## config.mk

```make
export PLATFORM = sky130hd
export DESIGN_NAME = if_stage
export DESIGN_NICKNAME = d
export VERILOG_FILES = /design/src/rtl/mips_pkg.sv /design/src/rtl/pc_reg.sv /design/src/rtl/if_stage.sv
export SDC_FILE = /design/constraint.sdc
export NUM_CORES = 1
export LEC_CHECK = 0
export BUFFER_PORTS_ARGS = -buffer_cell sky130_fd_sc_hd__buf_2
export CORE_AREA = 2 2 121 123
export DETAILED_ROUTE_END_ITERATION = 16
export DIE_AREA = 0 0 123 125
export PLACE_DENSITY = 0.83
export SLEW_MARGIN = 20
export SYNTH_ARGS = -nofsm -noshare
export SYNTH_HDL_FRONTEND = slang
export SYNTH_HIERARCHICAL = 1
export SYNTH_SLANG_ARGS = --single-unit
```

## constraint.sdc

```tcl
create_clock -name clk -period 3.3 [get_ports clk]
set_input_delay 0.495 -clock clk [delete_from_list [all_inputs] [get_ports clk]]
set_output_delay 0.495 -clock clk [all_outputs]
set_load 0.01 [all_outputs]
```

## src/rtl/mips_pkg.sv

```systemverilog
// Shared MIPS pipeline definitions: reset PC, bubble word, widths and the
// IF/ID record that the ID/EX register reuses.
package mips_pkg;

  localparam int WORD_W = 32;
  localparam int IMM_W  = 16;

  localparam logic [WORD_W-1:0] PC_RESET_C = 32'h0000_3000;
  // sll $0,$0,0
  localparam logic [WORD_W-1:0] NOP_C      = 32'h0000_0000;

  typedef struct packed {
    logic [WORD_W-1:0] ir;
    logic [WORD_W-1:0] pc;
    logic [WORD_W-1:0] pc8;
    logic              valid;
  } if_id_t;

endpackage

```

## src/rtl/pc_reg.sv

```systemverilog
// Fetch program counter: holds on stall, jumps on a decode redirect,
// otherwise advances by one word with 32-bit wraparound.
module pc_reg
  import mips_pkg::*;
#(
  parameter logic [WORD_W-1:0] PC_RESET = PC_RESET_C
) (
  input  logic              clk,
  input  logic              reset,
  input  logic              stall,
  input  logic              redirect,
  input  logic [WORD_W-1:0] redirect_pc,
  output logic [WORD_W-1:0] pc
);

  logic [WORD_W-1:0] pc_next;

  always_comb begin
    pc_next = pc + WORD_W'(4);
    if (stall) begin
      pc_next = pc;
    end else if (redirect) begin
      pc_next = redirect_pc;
    end
  end

  always_ff @(posedge clk) begin
    if (reset) begin
      pc <= PC_RESET;
    end else begin
      pc <= pc_next;
    end
  end

endmodule

```

## src/rtl/if_stage.sv

```systemverilog
// Instruction fetch plus IF/ID register. Define IF_STAGE_ADDR_CHECK_EN to add
// the alignment/range check and its fetch_exc_D output.
module if_stage
  import mips_pkg::*;
#(
  parameter logic [WORD_W-1:0] PC_RESET = PC_RESET_C,
  parameter int                IM_WORDS = 4096,
  parameter logic [WORD_W-1:0] NOP_WORD = NOP_C
) (
  input  logic              clk,
  input  logic              reset,
  input  logic              stall,
  input  logic              flush_D,
  input  logic              redirect,
  input  logic [WORD_W-1:0] redirect_pc,
  output logic [WORD_W-1:0] im_addr,
  input  logic [WORD_W-1:0] im_rdata,
  output logic [WORD_W-1:0] IR_D,
  output logic [WORD_W-1:0] PC_D,
  output logic [WORD_W-1:0] PC8_D,
  output logic [IMM_W-1:0]  imm16_D,
  output logic              valid_D,
  output logic [WORD_W-1:0] fetch_cnt
`ifdef IF_STAGE_ADDR_CHECK_EN
  ,
  output logic              fetch_exc_D
`endif
);

  logic [WORD_W-1:0] pc_f;
  if_id_t            if_id;
  logic              fetch_ok;

  pc_reg #(
    .PC_RESET(PC_RESET)
  ) u_pc_reg (
    .clk        (clk),
    .reset      (reset),
    .stall      (stall),
    .redirect   (redirect),
    .redirect_pc(redirect_pc),
    .pc         (pc_f)
  );

  assign im_addr = pc_f;

`ifdef IF_STAGE_ADDR_CHECK_EN
  // 33-bit compare so a window ending at 2^32 does not overflow.
  localparam logic [WORD_W:0] IM_END = {1'b0, PC_RESET} + (WORD_W+1)'(4 * IM_WORDS);

  assign fetch_ok = (pc_f[1:0] == 2'b00)
                 && ({1'b0, pc_f} >= {1'b0, PC_RESET})
                 && ({1'b0, pc_f} <  IM_END);
`else
  logic unused_cfg;
  assign unused_cfg = (IM_WORDS > 0);
  assign fetch_ok   = 1'b1;
`endif

  // stall holds everything (redirect/flush are re-asserted by decode later);
  // flush_D or a rejected fetch loads a bubble that still records PC_F.
  always_ff @(posedge clk) begin
    if (reset) begin
      if_id     <= '{ir: NOP_WORD, pc: PC_RESET, pc8: PC_RESET + WORD_W'(8), valid: 1'b0};
      fetch_cnt <= '0;
`ifdef IF_STAGE_ADDR_CHECK_EN
      fetch_exc_D <= 1'b0;
`endif
    end else if (!stall) begin
      if (flush_D || !fetch_ok) begin
        if_id <= '{ir: NOP_WORD, pc: pc_f, pc8: pc_f + WORD_W'(8), valid: 1'b0};
      end else begin
        if_id <= '{ir: im_rdata, pc: pc_f, pc8: pc_f + WORD_W'(8), valid: 1'b1};
        if (fetch_cnt != '1) begin
          fetch_cnt <= fetch_cnt + WORD_W'(1);
        end
      end
`ifdef IF_STAGE_ADDR_CHECK_EN
      fetch_exc_D <= !flush_D && !fetch_ok;
`endif
    end
  end

  assign IR_D    = if_id.ir;
  assign PC_D    = if_id.pc;
  assign PC8_D   = if_id.pc8;
  assign valid_D = if_id.valid;
  assign imm16_D = if_id.ir[IMM_W-1:0];

endmodule

```

==> summary.txt, run 1 <==
Timing
  – FMAX: 410.7 MHz
  – Final Skew: 0.008171 ns
  – Worst slew pin tran: 0.6604 ns
  – Worst slew margin: 55.81%
  – Total Neg Setup Slack: 0 ns
  – Fin. max-slew vios: 0
  – Setup violations, final: 0
  – Period utilization: 73.78%
  – Endpoints failing hold: 0
  – Final min period: 2.435 ns
  – Hold WS: 0.3103 ns
  – Unrepaired setup endpoints after global routing: no

Pwr
  – P_leak: 0.004160 µW
  – Power Density: 491.1 nW/µm²
  – VDD IR max: 350.9 µV

Die
  – Starting Density: 53.49%
  – Die width: 123 µm
  – Area of the core: 14200 µm²
  – Die area: 15380 µm²
  – # IOs: 246
  – Cell Rows: 44
  – Height of the chip: 125 µm

Setup path
  – CP Max Fanout: 9
  – WS Path Type: reg -> reg
  – CP Capture Type: flip-flop
  – R2r worst-path depth: 6
  – Critical Path RT: 3.65 ns
  – Critical path arrival: 2.78 ns
  – CP Launch Type: flip-flop
  – RR Startpoint: u_pc_reg/pc[3]
  – CP Launch Point: u_pc_reg/pc[3]

Logic synthesis
  – Synth Net Count: 971
  – Post-synthesis sequential area ratio: 41.63%
  – Synthesized instance count: 899
  – Prevailing post-synth register cell: dfxtp_1
  – Ys async rst share: 0%
  – Syn Area/Cell: 8.451 µm²
  – Number of enable flip-flop cells after synthesis: 0
  – Post-synthesis register bit count: 158
  – Synthesis Warnings: 6
  – Mapped Area: 7597 µm²
  – Synth unique cells: 67

Finish
  – Most common cell after layout, fill and taps aside: buf_2
  – Final instance area: 9449 µm²
  – Fraction of layout cells with a size suffix above 1: 28.35%
  – N_diodes: 0
  – Layout area overhead: 24.37%
  – Final #Nets: 1170
  – Most frequent cells in the layout: buf_2, dfxtp_1, nor2_1

Global route
  – Vias in the first global route: 6748
  – Antenna violations before repair: 0
  – Global-route wire length before repair: 34560 µm
  – Congestion Overflow GR: 0
  – Global Route Usage Sum: 27.89%
  – Pin count of the biggest net entering global routing: 103

Clocking
  – # clock sinks: 158
  – Total CTS buffers: 17
  – CTS tree: built
  – Cts hold-fix bufs: 0
  – Worst skew pair latency: 0.42 ns
  – Clock transition at path regs: 0.06 ns
  – CTS root buf: clkbuf_16
  – Number of cells upsized or downsized after cts: 0
  – CTS H-Tree Depth: 4
  – Clock Tree Buf Depth: 2
  – Post-CTS setup buffers: 0

Route
  – Vias per cell: 5.890
  – Drc violations: 0
  – Pre-Repair DR Iteration Count: 8
  – DRT Wirelength: 22150 µm
  – DR WL/cell: 17.10 µm
  – Via Count: 7627
  – DRT iter0 DRCs: 759
  – Antenna Nets Post-Route: 0

Worst hold path
  – Worst hold-check path type: in -> reg
  – Hold path start: im_rdata[13]
  – Hold depth: 3

Place
  – Gpl congestion: 0.9055
  – Post-Place Cell Area: 8806 µm²
  – HPWL Detailed: 15430 µm
  – # port buffers: 245

Run
  – Max-Cap Viols: 0

Outcome
  – Outcome: finished, final reports clean
## power breakdown
| part | switching [µW] | leakage, µW | internal, µW |
|---|---|---|---|
| clock | 776 | 0.000312 | 1350 |
| combinational | 253 | 0.00256 | 190 |
| sequential | 98.8 | 0.00129 | 1980 |
## final timing paths
check | end | slack, ns
max | u_pc_reg/pc[24] | 0.87
min | IR_D[13] | 0.31
max reg2reg | u_pc_reg/pc[24] | 0.87
min reg2reg | PC_D[12] | 0.47
## layout make-up
class	count	area [µm²]
fill	1157	4755
multi-input combinational	647	3999
sequential	158	3163
timing repair buffer	257	1350
clock buffer	22	484.2
tap	184	230.2
clock inverter	10	158.9
inverter	17	63.81
## per-stage QoR
| step | instances | power (µW) | worst slack (ns) | util [%] |
|---|---|---|---|---|
| 6_report | 1295 | 4640 | 0.8652 | 66.53 |
| 5_1_grt | 1295 | 4800 | 0.7738 | 66.53 |
| 4_1_cts | 1295 | 4662 | 0.9863 | 66.53 |
| 3_5_place_dp | 1263 | 2556 | 0.8873 | 62.00 |
| 3_3_place_gp | 1263 | 2549 | 0.9534 | 62.00 |
| 2_1_floorplan | 899 | 2365 | 1.274 | - |
## layer usage
metal | global-route usage, % | wire [µm] | vias to the layer above
li1 | - | - | 3657
met1 | 37.30 | 9334 | 3527
met2 | 43.74 | 10170 | 411
met3 | 7.026 | 2190 | 32
met4 | 9.626 | 452 | 0
met5 | 0 | 0 | -
## synthesized netlist by cell type (7+ instances only)
library cell / n / area (µm²)
dfxtp_1: 158 / 3163
nor2_1: 142 / 533.0
a21oi_1: 50 / 250.2
nand2_1: 48 / 180.2
clkbuf_1: 41 / 153.9
mux2i_1: 41 / 410.4
a22oi_1: 38 / 285.3
nand4_1: 30 / 187.7
nand3_1: 29 / 145.1
o21ai_0: 28 / 140.1
nor3_1: 20 / 100.1
xnor2_1: 20 / 175.2
buf_4: 19 / 142.6
a31oi_1: 17 / 106.4
inv_1: 17 / 63.81
nor2b_1: 17 / 106.4
and3_1: 16 / 100.1
nor4_1: 14 / 87.58
or3_1: 13 / 81.33
buf_2: 10 / 50.05
and4_1: 8 / 70.07
o22ai_1: 8 / 50.05
nor3b_1: 7 / 52.55
o31ai_1: 7 / 52.55
## worst max-delay path, stage by stage (launching register included)
cell     delay (ns)
dfxtp_1        0.56
ha_1           0.32
nand4_1        0.21
nor2_1         0.58
nand4_1        0.20
or3_1          0.34
a31oi_1        0.15
## cells by family after synthesis
kind of cell	count (synthesis)	share of synthesized area, %
simple gates	381	26.05
compound gates	196	17.54
flops	158	41.63
buf+inv	94	5.847
mux	42	5.550
xor+xnor	25	2.882
fa+ha+maj	3	0.4941
No activity file was read; power rests on OpenSTA's default activity.
==> inputs of run 2 (changes only) <==
- CORE_AREA: 2 2 121 123 -> 2 2 126 128
- DIE_AREA: 0 0 123 125 -> 0 0 128 130
- PLACE_DENSITY: 0.83 -> 0.78
- clock period: 3.3 -> 2.3 ns (I/O delays scaled with it)
==> run 2 against run 1 <==
  * Final area rose by 2.2%
  * Global-route usage fell by 1.9 points
  * Hold slack got worse by 0.15 ns
  * Clock-buffer cell count fell by 1
  * First-iteration DRC count fell by 17%
  * Critical path type unchanged
==> summary.txt, run 2 (synthesis results as in run 1) <==
Timing
  – Total Neg Setup Slack: 0 ns
  – Endpoints failing hold: 0
  – Hold WS: 0.1571 ns
  – FMAX: 449.1 MHz
  – Period utilization: 96.81%
  – Setup violations, final: 0
  – Worst slew pin tran: 0.6757 ns
  – Final min period: 2.227 ns
  – Final Skew: 0.008094 ns
  – Unrepaired setup endpoints after global routing: no
  – Worst slew margin: 54.95%
  – Fin. max-slew vios: 0

Setup path
  – CP Launch Point: u_pc_reg/pc[3]
  – Worst R2R Setup Slack: 0.07 ns
  – R2r worst-path depth: 6
  – CP Capture Type: flip-flop
  – R2r endpoint: u_pc_reg/pc[18]
  – CP Launch Type: flip-flop
  – Slowest CP cell: dfxtp_1
  – CP Cell Sequence: ha_1 -> nand4_1 -> or2_2 -> nor4_1 -> and4_1 -> nor4_1
  – CP Buf/Inv Count: 0
  – Critical Path RT: 2.58 ns
  – Most common cell on crit path: nor4_1
  – CP peak stage delay: 0.51 ns
  – Critical path arrival: 2.51 ns
  – RR Startpoint: u_pc_reg/pc[3]
  – WS Path Type: reg -> reg
  – Crit path depth: 6
  – Family with the most delay on the worst path: simple AND/OR/NAND/NOR gates
  – CP Max Fanout: 8

Run
  – Max-Cap Viols: 0

Clocking
  – Worst skew pair latency: 0.42 ns
  – # clock sinks: 158
  – Post-CTS setup buffers: 0
  – CTS tree: built
  – CTS H-Tree Depth: 4
  – Cts hold-fix bufs: 0
  – Clock Tree Buf Depth: 2
  – Total CTS buffers: 17
  – Clock transition at path regs: 0.06 ns
  – CTS root buf: clkbuf_16
  – Number of cells upsized or downsized after cts: 0

Die
  – Die area: 16640 µm²
  – Area of the core: 15420 µm²
  – Starting Density: 49.25%
  – Cell Rows: 46
  – Die width: 128 µm
  – Height of the chip: 130 µm
  – # IOs: 246

Place
  – # port buffers: 245
  – HPWL Detailed: 16280 µm
  – Gpl congestion: 0.9148
  – Post-Place Cell Area: 9076 µm²

Outcome
  – Outcome: finished, final reports clean

Route
  – Vias per cell: 5.718
  – DRT iter0 DRCs: 631
  – Antenna Nets Post-Route: 0
  – Via Count: 7662
  – Drc violations: 0
  – DR WL/cell: 16.96 µm
  – DRT Wirelength: 22730 µm
  – Pre-Repair DR Iteration Count: 5

Worst hold path
  – Hold depth: 3
  – Hold endpoint: IR_D[22]
  – Hold path start: im_rdata[22]
  – Worst hold-check path type: in -> reg

Finish
  – Most common cell after layout, fill and taps aside: buf_2
  – Final instance area: 9658 µm²
  – Fraction of layout cells with a size suffix above 1: 30.66%
  – Finished Core Util: 62.61%
  – Most frequent cells in the layout: buf_2, dfxtp_1, nor2_1
  – Layout area overhead: 27.12%
  – Final #Nets: 1208
  – N_diodes: 0
  – Filler Cell Count: 1311

Global route
  – Global-route wire length before repair: 34490 µm
  – Vias in the first global route: 6737
  – Pin count of the biggest net entering global routing: 65
  – Global Route Usage Sum: 25.97%
  – Congestion Overflow GR: 0
  – Antenna violations before repair: 1

Pwr
  – P_leak: 0.004309 µW
  – VDD IR max: 518.5 µV
  – Power Density: 660.9 nW/µm²
  – Final Total Pwr: 6383 µW
[run 2: cell types whose count changed in the layout (fill, tap and decap cells not counted), moves of 2 or more]
cell,previous run,this run
buf_12,2,0
bufinv_16,4,2
clkinvlp_4,2,5
buf_4,11,51
clkbuf_8,4,1
clkbuf_1,1,3
[run 2: area by class of cell]
| class | instances | area [µm²] | area share, % |
|---|---|---|---|
| Inverter | 17 | 63.81 | 0.6607 |
| Timing Repair Buffer | 295 | 1610 | 16.67 |
| Sequential cell | 158 | 3163 | 32.75 |
| Clock buffer | 21 | 450.4 | 4.664 |
| Clock inverter | 10 | 116.4 | 1.205 |
| Multi-Input combinational cell | 647 | 4014 | 41.56 |
| Tap cell | 192 | 240.2 | 2.487 |
[run 2: worst max path at each step]
| stage | endpoint | slack (ns) |
|---|---|---|
| 2_1_floorplan | fetch_cnt[30] | 0.27 |
| 6_report | u_pc_reg/pc[18] | 0.07 |
| 3_3_place_gp | fetch_cnt[26] | 0.21 |
| 4_1_cts | fetch_cnt[26] | 0.07 |
| 5_1_grt | u_pc_reg/pc[18] | 0.03 |
| 3_5_place_dp | fetch_cnt[26] | 0.08 |
[run 2: power breakdown]
part | internal (µW) | switching (µW) | total [µW] | leakage, µW
sequential | 2840 | 92.6 | 2930 | 0.00129
clock | 1620 | 1110 | 2730 | 0.000261
combinational | 303 | 422 | 725 | 0.00276
[run 2: worst min-delay path: cells and delay by family]
family,cells,cell delay [ns]
buffers and inverters,1,0.08
AO/OA/AOI/OAI,1,0.05
AND/OR/NAND/NOR,1,0.07
[run 2: metal layers]
layer  vias to the layer above  share of wire, %  track usage (%)
li1                       3723                 -                -
met1                      3510                43            34.50
met2                       397                46            41.68
met3                        30               9.4            7.175
met4                         2               1.6            7.563
met5                         -             0.040                0
[run 2: metrics by stage]
step | setup WS (ns) | cells
2_1_floorplan | 0.2744 | 899
3_3_place_gp | 0.2143 | 1309
3_5_place_dp | 0.07937 | 1309
4_1_cts | 0.06799 | 1340
5_1_grt | 0.03068 | 1340
6_report | 0.07335 | 1340
